==> src/rtl/instr_sequencer.sv <==
// instr_sequencer: multi-cycle fetch/execute controller for the register-file/ALU datapath.
// Each instruction goes through FETCH (req/valid handshake), EXEC (one settle cycle)
// and WB (one-cycle write enable). The sequencer stops on a HALT_INSTR fetch or on a
// stop request, which is honoured only after the instruction in flight retires.
//
// Ports:
//   clk, rst        clock, asynchronous active-high reset
//   start, start_pc begin fetching at start_pc (accepted in IDLE or HALT only)
//   stop            stop after the current instruction retires
//   imem_req/addr   fetch request and word address (held until imem_valid)
//   imem_rdata/valid fetched word and its qualifier
//   instr           instruction register driving the datapath
//   we              datapath write enable, one-cycle pulse in WB
//   pc              program counter
//   busy, halted    status: in FETCH/EXEC/WB, in HALT
//   retired         saturating count of instructions that completed WB
module instr_sequencer #(
    parameter int unsigned ADDR_W     = 8,
    parameter int unsigned CNT_W      = 16,
    parameter logic [31:0] HALT_INSTR = 32'h0000_0073
) (
    input  logic              clk,
    input  logic              rst,
    input  logic              start,
    input  logic [ADDR_W-1:0] start_pc,
    input  logic              stop,
    output logic              imem_req,
    output logic [ADDR_W-1:0] imem_addr,
    input  logic [31:0]       imem_rdata,
    input  logic              imem_valid,
    output logic [31:0]       instr,
    output logic              we,
    output logic [ADDR_W-1:0] pc,
    output logic              busy,
    output logic              halted,
    output logic [CNT_W-1:0]  retired
);

    typedef enum logic [2:0] {
        S_IDLE  = 3'd0,
        S_FETCH = 3'd1,
        S_EXEC  = 3'd2,
        S_WB    = 3'd3,
        S_HALT  = 3'd4
    } state_t;

    state_t state;
    logic   stop_latch;

    // Output flags {imem_req, busy, halted, we} for the state being entered, so they
    // are registered alongside the state itself.
    function automatic logic [3:0] flags_for(input state_t s);
        logic [3:0] f;
        f = 4'b0000;
        case (s)
            S_FETCH: f = 4'b1100;
            S_EXEC:  f = 4'b0100;
            S_WB:    f = 4'b0101;
            S_HALT:  f = 4'b0010;
            default: f = 4'b0000;
        endcase
        return f;
    endfunction

    // The fetch address is the program counter itself.
    assign imem_addr = pc;

    // Sequencer state, datapath control and counters.
    always_ff @(posedge clk or posedge rst) begin
        if (rst) begin
            state                          <= S_IDLE;
            pc                             <= '0;
            instr                          <= '0;
            retired                        <= '0;
            stop_latch                     <= 1'b0;
            {imem_req, busy, halted, we}   <= 4'b0000;
        end else begin
            case (state)
                // HALT restarts exactly like IDLE; a simultaneous stop arms the latch
                // so that exactly one instruction runs.
                S_IDLE, S_HALT: begin
                    if (start) begin
                        pc                           <= start_pc;
                        stop_latch                   <= stop;
                        state                        <= S_FETCH;
                        {imem_req, busy, halted, we} <= flags_for(S_FETCH);
                    end
                end

                S_FETCH: begin
                    if (stop) begin
                        stop_latch <= 1'b1;
                    end
                    if (imem_valid) begin
                        // A halt word is not loaded into instr and is not retired.
                        if (imem_rdata == HALT_INSTR) begin
                            state                        <= S_HALT;
                            {imem_req, busy, halted, we} <= flags_for(S_HALT);
                        end else begin
                            instr                        <= imem_rdata;
                            state                        <= S_EXEC;
                            {imem_req, busy, halted, we} <= flags_for(S_EXEC);
                        end
                    end
                end

                S_EXEC: begin
                    if (stop) begin
                        stop_latch <= 1'b1;
                    end
                    state                        <= S_WB;
                    {imem_req, busy, halted, we} <= flags_for(S_WB);
                end

                S_WB: begin
                    pc <= pc + ADDR_W'(1);
                    if (retired != {CNT_W{1'b1}}) begin
                        retired <= retired + CNT_W'(1);
                    end
                    if (stop_latch || stop) begin
                        stop_latch                   <= 1'b0;
                        state                        <= S_IDLE;
                        {imem_req, busy, halted, we} <= flags_for(S_IDLE);
                    end else begin
                        state                        <= S_FETCH;
                        {imem_req, busy, halted, we} <= flags_for(S_FETCH);
                    end
                end

                default: begin
                    stop_latch                   <= 1'b0;
                    state                        <= S_IDLE;
                    {imem_req, busy, halted, we} <= flags_for(S_IDLE);
                end
            endcase
        end
    end

endmodule

==> config.mk <==
export PLATFORM = sky130hd
export DESIGN_NAME = instr_sequencer
export DESIGN_NICKNAME = d
export VERILOG_FILES = /design/src/rtl/instr_sequencer.sv
export SDC_FILE = /design/constraint.sdc
export NUM_CORES = 1
export LEC_CHECK = 0
export ABC_AREA = 1
export BUFFER_PORTS_ARGS = -buffer_cell sky130_fd_sc_hd__clkbuf_2
export CAP_MARGIN = 15
export CORE_MARGIN = 3
export CORE_UTILIZATION = 51
export DETAILED_ROUTE_END_ITERATION = 10
export GPL_ROUTABILITY_DRIVEN = 0
export PLACE_DENSITY = 0.8
export SLEW_MARGIN = 20
export SYNTH_ARGS = -nofsm -noshare
export SYNTH_HDL_FRONTEND = slang
export SYNTH_SLANG_ARGS = --single-unit
==> constraint.sdc <==
create_clock -name clk -period 2.4 [get_ports clk]
set_input_delay 0.36 -clock clk [delete_from_list [all_inputs] [get_ports clk]]
set_output_delay 0.36 -clock clk [all_outputs]
set_load 0.01 [all_outputs]
# Yosys cells after proc, flatten, opt, wreduce, memory -nomap -nowiden
# Cells that the tools add are included.
[word_totals] n_memories=0 regBits=64 input_bits=45 latch_bits=0 rom_bits=0 output_inout_bits=68 ram_bits=0
[classes] addsub=2 order_cmp=0 n_eq_ne=10 muxes=23 div=0 n_shift=0 multipliers=0 reduce_logical=10 bitwise_logic=1
[op_table] op="$eq A32 B7 Y1 const B" count=1
[op_table] op="$add A16 B1 Y16 const B" count=1
[op_table] op="$ne A16 B16 Y1 const B" count=1
[op_table] op="$pmux W8 S2" count=1
[op_table] op="$mux W1" count=12
[op_table] op="$pmux W3 S4" count=1
[op_table] op="$mux W3" count=3
[op_table] op="$pmux W1 S3" count=3
[op_table] op="$add A8 B1 Y8 const B" count=1
[op_table] op="$mux W8" count=1
[op_table] op="$eq A3 B2 Y1 const B" count=2
[op_table] op="$ne A2 B2 Y1 const B" count=3
[op_table] op="$reduce_and A2 Y1" count=3
[op_table] op="$reduce_and A3 Y1" count=2
[op_table] op="$pmux W1 S4" count=1
[op_table] op="$reduce_or A2 Y1" count=2
[op_table] op="$eq A3 B1 Y1 const B" count=1
[op_table] op="$eq A3 B3 Y1 const B" count=1
[op_table] op="$logic_not A3 Y1" count=1
[op_table] op="$ne A2 B1 Y1 const B" count=1
[op_table] op="$pmux W1 S2" count=1
[op_table] op="$reduce_bool A2 Y1" count=1
[op_table] op="$logic_or A1 B1 Y1" count=1
[op_table] op="$not A1 Y1" count=1

# Logic depth before layout (Yosys ltp)
# Gate-level depths: netlist of run 1.
[depth] word_depth=4 ltp_mapped=10 ltp_nobuf=9

# Worst setup path after synthesis of run 1
# OpenSTA, ideal clock, no wires.
[synth_timing] path_kind="register -> register" from="register retired[0]" to="register retired[13]" slack_ns=0.892 path_buffers=1 required_ns=2.284 t_arrival_ns=1.392 setup_time_ns=0.116 path_stages_with_launch=10 path_cell_list="dfrtp_1 ha_1 nand3_2 inv_2 nand4_2 nand2_4 inv_4 buf_6 nand2_1 nand2_1"
[synth_via] elab_chain_len=2 word_cells_on_any_way=3 classes_between="add/sub: 1; eq/ne: 1; reduce/logical: 1"
[synth_rtl] item="start, declared" line="36" source="output logic [CNT_W-1:0] retired"
[synth_rtl] item="start signal, assigned" line="118" source="retired <= retired + CNT_W'(1);"
[synth_rtl] item="parallel branches: the longest is 2 deep, another holds $add A16 B1 Y16"
# Several ways; the timed one is not identified.
# A chain may end at the register's enable or synchronous reset.

# Final worst setup path of run 1
[layout_timing] from="register state[1]" to="register instr[8]"
[layout_via] elab_chain_len=2
[layout_rtl] item="start, declared" line="47" source="state_t state;"
[layout_rtl] item="start signal, assigned" line="71" source="state <= S_IDLE;"
[layout_rtl] item="start signal, assigned" line="85" source="state <= S_FETCH;"
[layout_rtl] item="start signal, assigned" line="97" source="state <= S_HALT;"
[layout_rtl] item="$eq A3 B1 Y1" line="78" source="case (state)"
[layout_rtl] item="$reduce_and A3 Y1 (no line)"
[layout_rtl] item="end signal, assigned" line="100" source="instr <= imem_rdata;"
[layout_rtl] item="end, declared" line="31" source="output logic [31:0] instr,"
# No other way between the ends.

==> flow_metrics.tcl, run 1 <==
set metrics [dict create \
    drt_wl_total_um 8570 \
    dr_wl_met2_um 4110 \
    grt_pass1_vias 3183 \
    synth_cell_type_count 30 \
    cts_root_buf "clkbuf_8" \
    grt-ovfl-total 0 \
    cp_num_buf_inv 2 \
    numCtsBuffers 9 \
    startpoint_type "register" \
    dieWidth_um 88.8 \
    crit_fanout 34 \
    ys_top_cells_by_area "dfrtp_1 46%, nand2_1 18%, nand4_1 7.7%" \
    synth-seq-cells 64 \
    drive_above_1_share_pct 25.2 \
    post-route-min-period_ns 1.78 \
    drc 0 \
    hold_path_class "input port to async pin" \
    wl_met3_um 661 \
    viasPerCell 5.22 \
    nFillCells 577 \
    clockBufferDepth 2 \
    synthFlopType "dfrtp_1" \
    yosys.area.top_type "dfrtp_1" \
    io_pins 113 \
    core_area_mm2 0.00649 \
    drt_iter0_drc 129 \
    clk_latency_ns 0.33 \
    antenna_found_initial 0 \
    finalNetCount 614 \
    setup.worst_path.end_class "register" \
    worst_slew_pin_slew_ns 0.687 \
    r2r_start "state[1]$_DFFE_PP0P_" \
    ff_latch_area_mm2 0.00160 \
    crit_start "state[1]$_DFFE_PP0P_" \
    start_util_pct 53.9 \
    syn_inst 464 \
    cts_tree "yes" \
    highest_layer "met4" \
    die_h_um 88.8 \
    clk_pin_slew_ns 0.08 \
    synth_warnings 0 \
    required_ns 2.61 \
    worst-setup-path-type "register to register" \
    port_buffers 112 \
    setup_tns_ns 0 \
    skew_ns 0.0154 \
    htreeDepth 3 \
    wl_per_cell_um 13.2 \
    yosysSeqAreaShare_pct 45.8 \
    multi_input_area_mm2 0.00153 \
    hpwlAfterDp_um 6200 \
    path_common_cell "nand2_1" \
    max_freq_ghz 0.563 \
    grt_max_degree 65 \
    slew_violations 0 \
    die_area_mm2 0.00789 \
    finalCritPeriodShare_pct 74.0 \
    power_density_mw_per_mm2 1080 \
    grt_pass1_wl_um 14200 \
    synth_nets 511 \
    hold_buffers 0 \
    relSlewSlack_pct 54.2 \
    ir_drop_mv 0.549 \
    post_cts_buffers 0 \
    dr.pass1.iters 5 \
    drv_cap 0 \
    grt.total_usage_pct 22.8 \
    avgSynthCellArea_um2 7.54 \
    cp.arrival_ns 1.99 \
    diodes 0 \
    rows 29 \
    ant_nets 0 \
    status "complete, no violations" \
    area_growth_pct 21.1 \
    hold_slack_ns 0.0699 \
    critPathSlowestCell "nand3_2" \
    path_cells "inv_1 > nand3_1 > clkinv_1 > nand3_2 > nand2_1 > nand2_1" \
    met1_length_um 3710 \
    synth_top_area_share_pct 45.8 \
    setup_viol 0 \
    cts_resized 0 \
    crit_family "simple AND/OR/NAND/NOR gates" \
    p_leak_nw 2.33 \
    clock-sinks 64 \
    async_reset_ff_share_pct 100 \
    routed-via-count 3380 \
    max_stage_delay_ns 0.54 \
    synth_area_mm2 0.00350 \
    hold_viol_final 0 \
    rsz0062_at_grt "no" \
    synth_edf_count 0 \
]
-- worst paths after layout --
path                                           to  slack, ns  cells past startpoint
setup / recovery             instr[8]$_DFFE_PP0P_       0.62                      6
hold / removal             retired[7]$_DFFE_PP0P_       0.07                      3
setup reg to reg             instr[8]$_DFFE_PP0P_       0.62                      6
hold reg to reg             instr[31]$_DFFE_PP0P_       0.47                      2
max in group asynchronous   instr[15]$_DFFE_PP0P_       2.04                      3
min in group clk            instr[24]$_DFFE_PP0P_       0.28                      3
-- tightest hold or removal path: cells and delay by family --
family,cells,cell delay (ns)
buffers and inverters,3,0.46
-- registers in the layout (all words and copies together), names as in the netlist --
name,flops
state,3
retired,16
busy,1
we,1
imem_addr,8
imem_req,1
halted,1
instr,32
stop_latch,1
-- final cells by class --
type | instances | area share (%)
sequential | 64 | 37.8
multi-input combinational | 318 | 36.1
timing repair buffer | 116 | 14.2
inverter | 58 | 5.20
clock buffer | 12 | 3.43
tap | 77 | 2.27
clock inverter | 3 | 1.00
-- layer usage --
metal,GRT usage [%],vias to the layer above
li1,-,1690
met1,29.4,1552
met2,37.1,130
met3,6.15,8
met4,7.97,0
met5,0,-
-- power breakdown --
part | leakage (nW) | internal [mW] | switching (mW)
Clock | 0.0925 | 0.502 | 0.400
Combinational | 1.42 | 0.690 | 1.14
Sequential | 0.816 | 1.49 | 0.347
Total | 2.33 | 2.68 | 1.89
-- cell families after synthesis --
family	after synthesis	share of synthesized area, %
buffers and inverters	82	10.6
adders and majority gates	2	0.715
AOI/OAI and AO/OA	32	5.40
xor gates and xnor gates	13	3.25
DFF	64	45.8
and+or+nand+nor	271	34.3
-- cell usage after synthesis, types with 2 or more instances --
cell and number:
a21oi_1 4, buf_1 2, buf_2 2, buf_4 13, clkbuf_1 6, dfrtp_1 64
ha_1 2, inv_1 55, nand2_1 165, nand3_1 14, nand3_2 3, nand4_1 43
nor2_1 31, nor3_1 11, o21ai_0 19, o21ai_2 5, xnor2_1 6, xor2_1 7
-- through the flow --
step                cell area [um2]  setup WS (ns)  power, mW  cells  util, %
detailed placement             4050          0.622       3.70    633     62.3
global placement               4050          0.679       3.62    633     62.3
CTS                            4240          0.615       4.61    648     65.2
finish                         4240          0.624       4.57    648     65.2
global route                   4240          0.433       4.95    648     65.2
floorplan                      3500          0.442       3.06    464        -
-- cell usage in the layout, fill, tap and decap left out, drive strengths merged --
master,n
nand2,166
clkbuf,124
dfrtp,64
inv,57
nand4,44
nor2,32
o21ai,24
nand3,17
nor3,12
xor2,7
xnor2,6
a21oi,4
buf,4
ha,2
clkinv,2
a41oi,1
o221ai,1
o22ai,1
a31oi,1
clkinvlp,1
bufinv,1
(Power assumes the default switching activity.)
==> inputs of run 2 (changes only) <==
==> constraint.sdc (replaced) <==
create_clock -name clk -period 1.85 [get_ports clk]
set_input_delay 0.2775 -clock clk [delete_from_list [all_inputs] [get_ports clk]]
set_output_delay 0.2775 -clock clk [all_outputs]
set_load 0.01 [all_outputs]
==> flow_metrics.tcl, run 2 (synthesis gave the netlist of run 1 again) <==
set metrics [dict create \
    rsz0062_at_grt "no" \
    rows 29 \
    path_depth 8 \
    post_cts_buffers 0 \
    grt_pass1_vias 3232 \
    port_buffers 112 \
    max_freq_ghz 0.614 \
    hold_buffers 0 \
    antenna_found_initial 0 \
    wl_per_cell_um 13.3 \
    hpwlAfterDp_um 6390 \
    drt_iter0_drc 149 \
    dieWidth_um 88.8 \
    dr.pass1.iters 4 \
    drive_above_1_share_pct 25.7 \
    hold_path_class "input port to async pin" \
    cts_root_buf "clkbuf_8" \
    startpoint_type "register" \
    final_cell_mix "165 x nand2_1, 112 x clkbuf_2, 64 x dfrtp_1, 54 x inv_1, 43 x nand4_1" \
    core_area_mm2 0.00649 \
    area_growth_pct 22.2 \
    layout_commonest_cell "nand2_1" \
    cts_resized 0 \
    finalNetCount 618 \
    relSlewSlack_pct 61.1 \
    start_util_pct 53.9 \
    multi_input_area_mm2 0.00153 \
    drv_cap 0 \
    clk_pin_slew_ns 0.07 \
    grt-ovfl-total 0 \
    status "complete, but fails checks" \
    required_ns 2.07 \
    worst_slew_pin_slew_ns 0.582 \
    largest-register "instr" \
    largest_reg_flops 32 \
    clockBufferDepth 2 \
    numCtsBuffers 9 \
    skew_ns 0.00697 \
    routed-via-count 3350 \
    critPathSlowestCell "dfrtp_1" \
    clk_latency_ns 0.33 \
    path_cells "ha_1 > nand3_2 > inv_2 > nand4_2 > nand2_4 > inv_4 > nand2_1 > o21ai_2" \
    io_pins 113 \
    crit_family "simple AND/OR/NAND/NOR gates" \
    post-route-min-period_ns 1.63 \
    ant_nets 0 \
    finish.utilization_pct 65.8 \
    clock-sinks 64 \
    viasPerCell 5.13 \
    failed_checks "negative hold slack" \
    cp.arrival_ns 1.84 \
    grt_pass1_wl_um 14600 \
    setup_viol 0 \
    diodes 0 \
    die_h_um 88.8 \
    ir_drop_mv 0.585 \
    r2r_cells 8 \
    grt_max_degree 41 \
    nFillCells 581 \
    worst-setup-path-type "register to register" \
    hold_viol_final 3 \
    setup_tns_ns 0 \
    hold_slack_ns -0.00359 \
    cts_tree "yes" \
    slew_violations 0 \
    ff_latch_area_mm2 0.00160 \
    die_area_mm2 0.00789 \
    cp_num_buf_inv 2 \
    setup.worst_path.end_class "register" \
    power_density_mw_per_mm2 1390 \
    htreeDepth 3 \
    grt.total_usage_pct 23.7 \
    finalCritPeriodShare_pct 88.0 \
    p_leak_nw 2.35 \
    drc 0 \
    drt_wl_total_um 8670 \
    max_stage_delay_ns 0.44 \
    crit_fanout 17 \
]
## run 2: per-stage QoR
step	worst slack (ns)	cell area, um2	hold slack [ns]	cells	power, mW
2_1_floorplan	0.342	3500	0.409	464	3.97
3_3_place_gp	0.321	4100	0.353	637	4.74
3_5_place_dp	0.269	4100	0.362	637	4.84
4_1_cts	0.254	4280	0.00195	653	6.00
5_1_grt	0.0661	4280	0.0312	653	6.48
6_report	0.222	4280	-0.00359	653	5.94
## run 2: final timing paths
path	startpoint	endpoint	slack (ns)
max reg2reg	retired[0]$_DFFE_PP0P_	retired[12]$_DFFE_PP0P_	0.22
max	retired[0]$_DFFE_PP0P_	retired[12]$_DFFE_PP0P_	0.22
min	rst	imem_addr[5]$_DFFE_PP0P_	-0.004
min in group clk	imem_rdata[28]	instr[28]$_DFFE_PP0P_	0.19
min reg2reg	instr[24]$_DFFE_PP0P_	instr[24]$_DFFE_PP0P_	0.47
max in group asynchronous	rst	instr[16]$_DFFE_PP0P_	1.26
## run 2: power by group
group          internal [mW]  switching, mW
sequential              1.93          0.453
clock                  0.618          0.525
combinational          0.930           1.49
## run 2: layer usage
layer / track usage, % / wire length, um
met1: 30.7 / 3760
met3: 7.17 / 632
met2: 38.3 / 4200
met5: 0 / 0
met4: 7.42 / 71
## run 2: layout make-up
type                            count  area share, %
Sequential cell                    64           37.5
Multi-Input combinational cell    318           35.7
Timing Repair Buffer              120           15.1
Inverter                           58           5.24
Clock buffer                       12           3.16
Tap cell                           77           2.25
Clock inverter                      4           1.05
==> inputs of run 3 (changes only) <==
--- a/config.mk
+++ b/config.mk
@@ -8,11 +8,13 @@
 export ABC_AREA = 1
 export BUFFER_PORTS_ARGS = -buffer_cell sky130_fd_sc_hd__clkbuf_2
 export CAP_MARGIN = 15
+export CELL_PAD_IN_SITES_DETAIL_PLACEMENT = 1
+export CELL_PAD_IN_SITES_GLOBAL_PLACEMENT = 2
 export CORE_MARGIN = 3
-export CORE_UTILIZATION = 51
+export CORE_UTILIZATION = 28
 export DETAILED_ROUTE_END_ITERATION = 10
 export GPL_ROUTABILITY_DRIVEN = 0
-export PLACE_DENSITY = 0.8
+export PLACE_DENSITY_LB_ADDON = 0.1
 export SLEW_MARGIN = 20
 export SYNTH_ARGS = -nofsm -noshare
 export SYNTH_HDL_FRONTEND = slang
==> flow_metrics.tcl, run 3 (synthesis gave the netlist of run 1 again) <==
set metrics [dict create \
    layoutNonFillerInstCount 744 \
    routed-via-count 3407 \
    p_leak_nw 2.42 \
    area_growth_pct 29.9 \
    grt_pass1_wl_um 18000 \
    hold_viol_final 0 \
    io_pins 113 \
    r2r_slack_ns 0.22 \
    cp.arrival_ns 1.84 \
    worst_slew_pin_slew_ns 0.370 \
    ir_drop_mv 0.734 \
    dr.pass1.iters 4 \
    port_buffers 112 \
    stdcell_area_mm2 0.00455 \
    skew_ns 0.00413 \
    htreeDepth 3 \
    hpwlAfterDp_um 7650 \
    rows 40 \
    finalNetCount 618 \
    r2r_start "retired[0]$_DFFE_PP0P_" \
    post_cts_buffers 0 \
    drt_wl_total_um 10400 \
    viasPerCell 4.58 \
    largest_reg_flops 32 \
    drc 0 \
    cts_tree "yes" \
    post-route-min-period_ns 1.63 \
    dp_slack_ns 0.212 \
    setup_viol 0 \
    r2r_end "retired[14]$_DFFE_PP0P_" \
    start_util_pct 28.9 \
    largest-register "instr" \
    r2r_cells 8 \
    ff_latch_area_mm2 0.00160 \
    path_cells "ha_1 > nand3_2 > inv_2 > nand4_2 > nand2_4 > inv_4 > nand2_1 > o21ai_0" \
    grt_pass1_vias 3628 \
    hold_path_class "input port to async pin" \
    placed_area_mm2 0.00421 \
    max_freq_ghz 0.613 \
    final_cell_mix "165 x nand2_1, 112 x clkbuf_2, 64 x dfrtp_1, 54 x inv_1, 43 x nand4_1" \
    setup.worst_path.end_class "register" \
    die_area_mm2 0.0139 \
    layout_commonest_cell "nand2_1" \
    relSlewSlack_pct 75.3 \
    required_ns 2.06 \
    grt.total_usage_pct 16.0 \
    cts_root_buf "clkbuf_16" \
    drt_iter0_drc 130 \
    clk_pin_slew_ns 0.05 \
    drv_cap 0 \
    max_stage_delay_ns 0.44 \
    clock-sinks 64 \
    worst-setup-path-type "register to register" \
    core_area_mm2 0.0121 \
    dp.cells 728 \
    finalCritPeriodShare_pct 88.2 \
    rsz0062_at_grt "no" \
    clk_latency_ns 0.34 \
    critPathSlowestCell "dfrtp_1" \
    diodes 0 \
    grt-ovfl-total 0 \
    numCtsBuffers 9 \
    nFillCells 1557 \
    multi_input_area_mm2 0.00153 \
    status "complete, no violations" \
    clockBufferDepth 2 \
    slew_violations 0 \
    setup_slack_ns 0.219 \
    grt_max_degree 65 \
    antenna_found_initial 0 \
    dieWidth_um 118 \
    drive_above_1_share_pct 26.0 \
    crit_fanout 17 \
    wl_per_cell_um 14.0 \
    die_h_um 118 \
    ant_nets 0 \
    hold_buffers 0 \
    setup_tns_ns 0 \
    power_density_mw_per_mm2 1500 \
    startpoint_type "register" \
    cts_resized 0 \
]
[run 3: changes by cell type in the layout (fill, tap and decap cells not counted)]
cell / delta
clkinv_2: -1
clkbuf_8: -9
clkinvlp_4: +1
clkbuf_16: +9
clkbuf_1: -2
bufinv_16: +2
[run 3: worst max-delay path, delay by kind of cell (launching register included)]
family | cells | cell delay (ns)
AO/OA/AOI/OAI | 1 | 0.08
buffers and inverters | 2 | 0.22
flip-flops | 1 | 0.44
AND/OR/NAND/NOR | 4 | 0.51
adder cells (fa/ha/maj) | 1 | 0.26
[run 3: worst max-delay path by stage]
stage | startpoint | end | depth (start not counted)
3_5_place_dp | retired[0]$_DFFE_PP0P_ | retired[14]$_DFFE_PP0P_ | 8
5_1_grt | retired[0]$_DFFE_PP0P_ | retired[14]$_DFFE_PP0P_ | 8
2_1_floorplan | retired[0]$_DFFE_PP0P_ | retired[13]$_DFFE_PP0P_ | 9
3_3_place_gp | retired[0]$_DFFE_PP0P_ | retired[14]$_DFFE_PP0P_ | 8
4_1_cts | retired[0]$_DFFE_PP0P_ | retired[14]$_DFFE_PP0P_ | 8
6_report | retired[0]$_DFFE_PP0P_ | retired[14]$_DFFE_PP0P_ | 8
[run 3: through the flow]
stage                     power [mW]  util, %  hold WS [ns]
final                           6.80     37.5        0.0269
after global routing            7.40     37.5        0.0649
after CTS                       6.96     37.5        0.0556
after detailed placement        4.94     34.8         0.421
after global placement          4.87     34.8         0.403
after floorplan                 3.97        -         0.409
[run 3: area by class of cell]
type / count / area share [%]
inverters: 58 / 4.93
clock buffers: 10 / 5.04
clock inverters: 6 / 2.37
well taps: 168 / 4.62
repair buffers: 120 / 14.2
multi-input cells: 318 / 33.6
flip-flops and latches: 64 / 35.2
[run 3: metal layers]
| metal | GRT usage (%) | routed length, um |
|---|---|---|
| met1 | 19.1 | 4480 |
| met3 | 5.53 | 637 |
| met4 | 6.81 | 206 |
| met2 | 26.2 | 5090 |
| met5 | 0 | 0 |
[run 3: report_power, final]
group | internal, mW | switching [mW]
Sequential | 1.93 | 0.443
Clock | 1.31 | 0.654
Combinational | 0.929 | 1.54
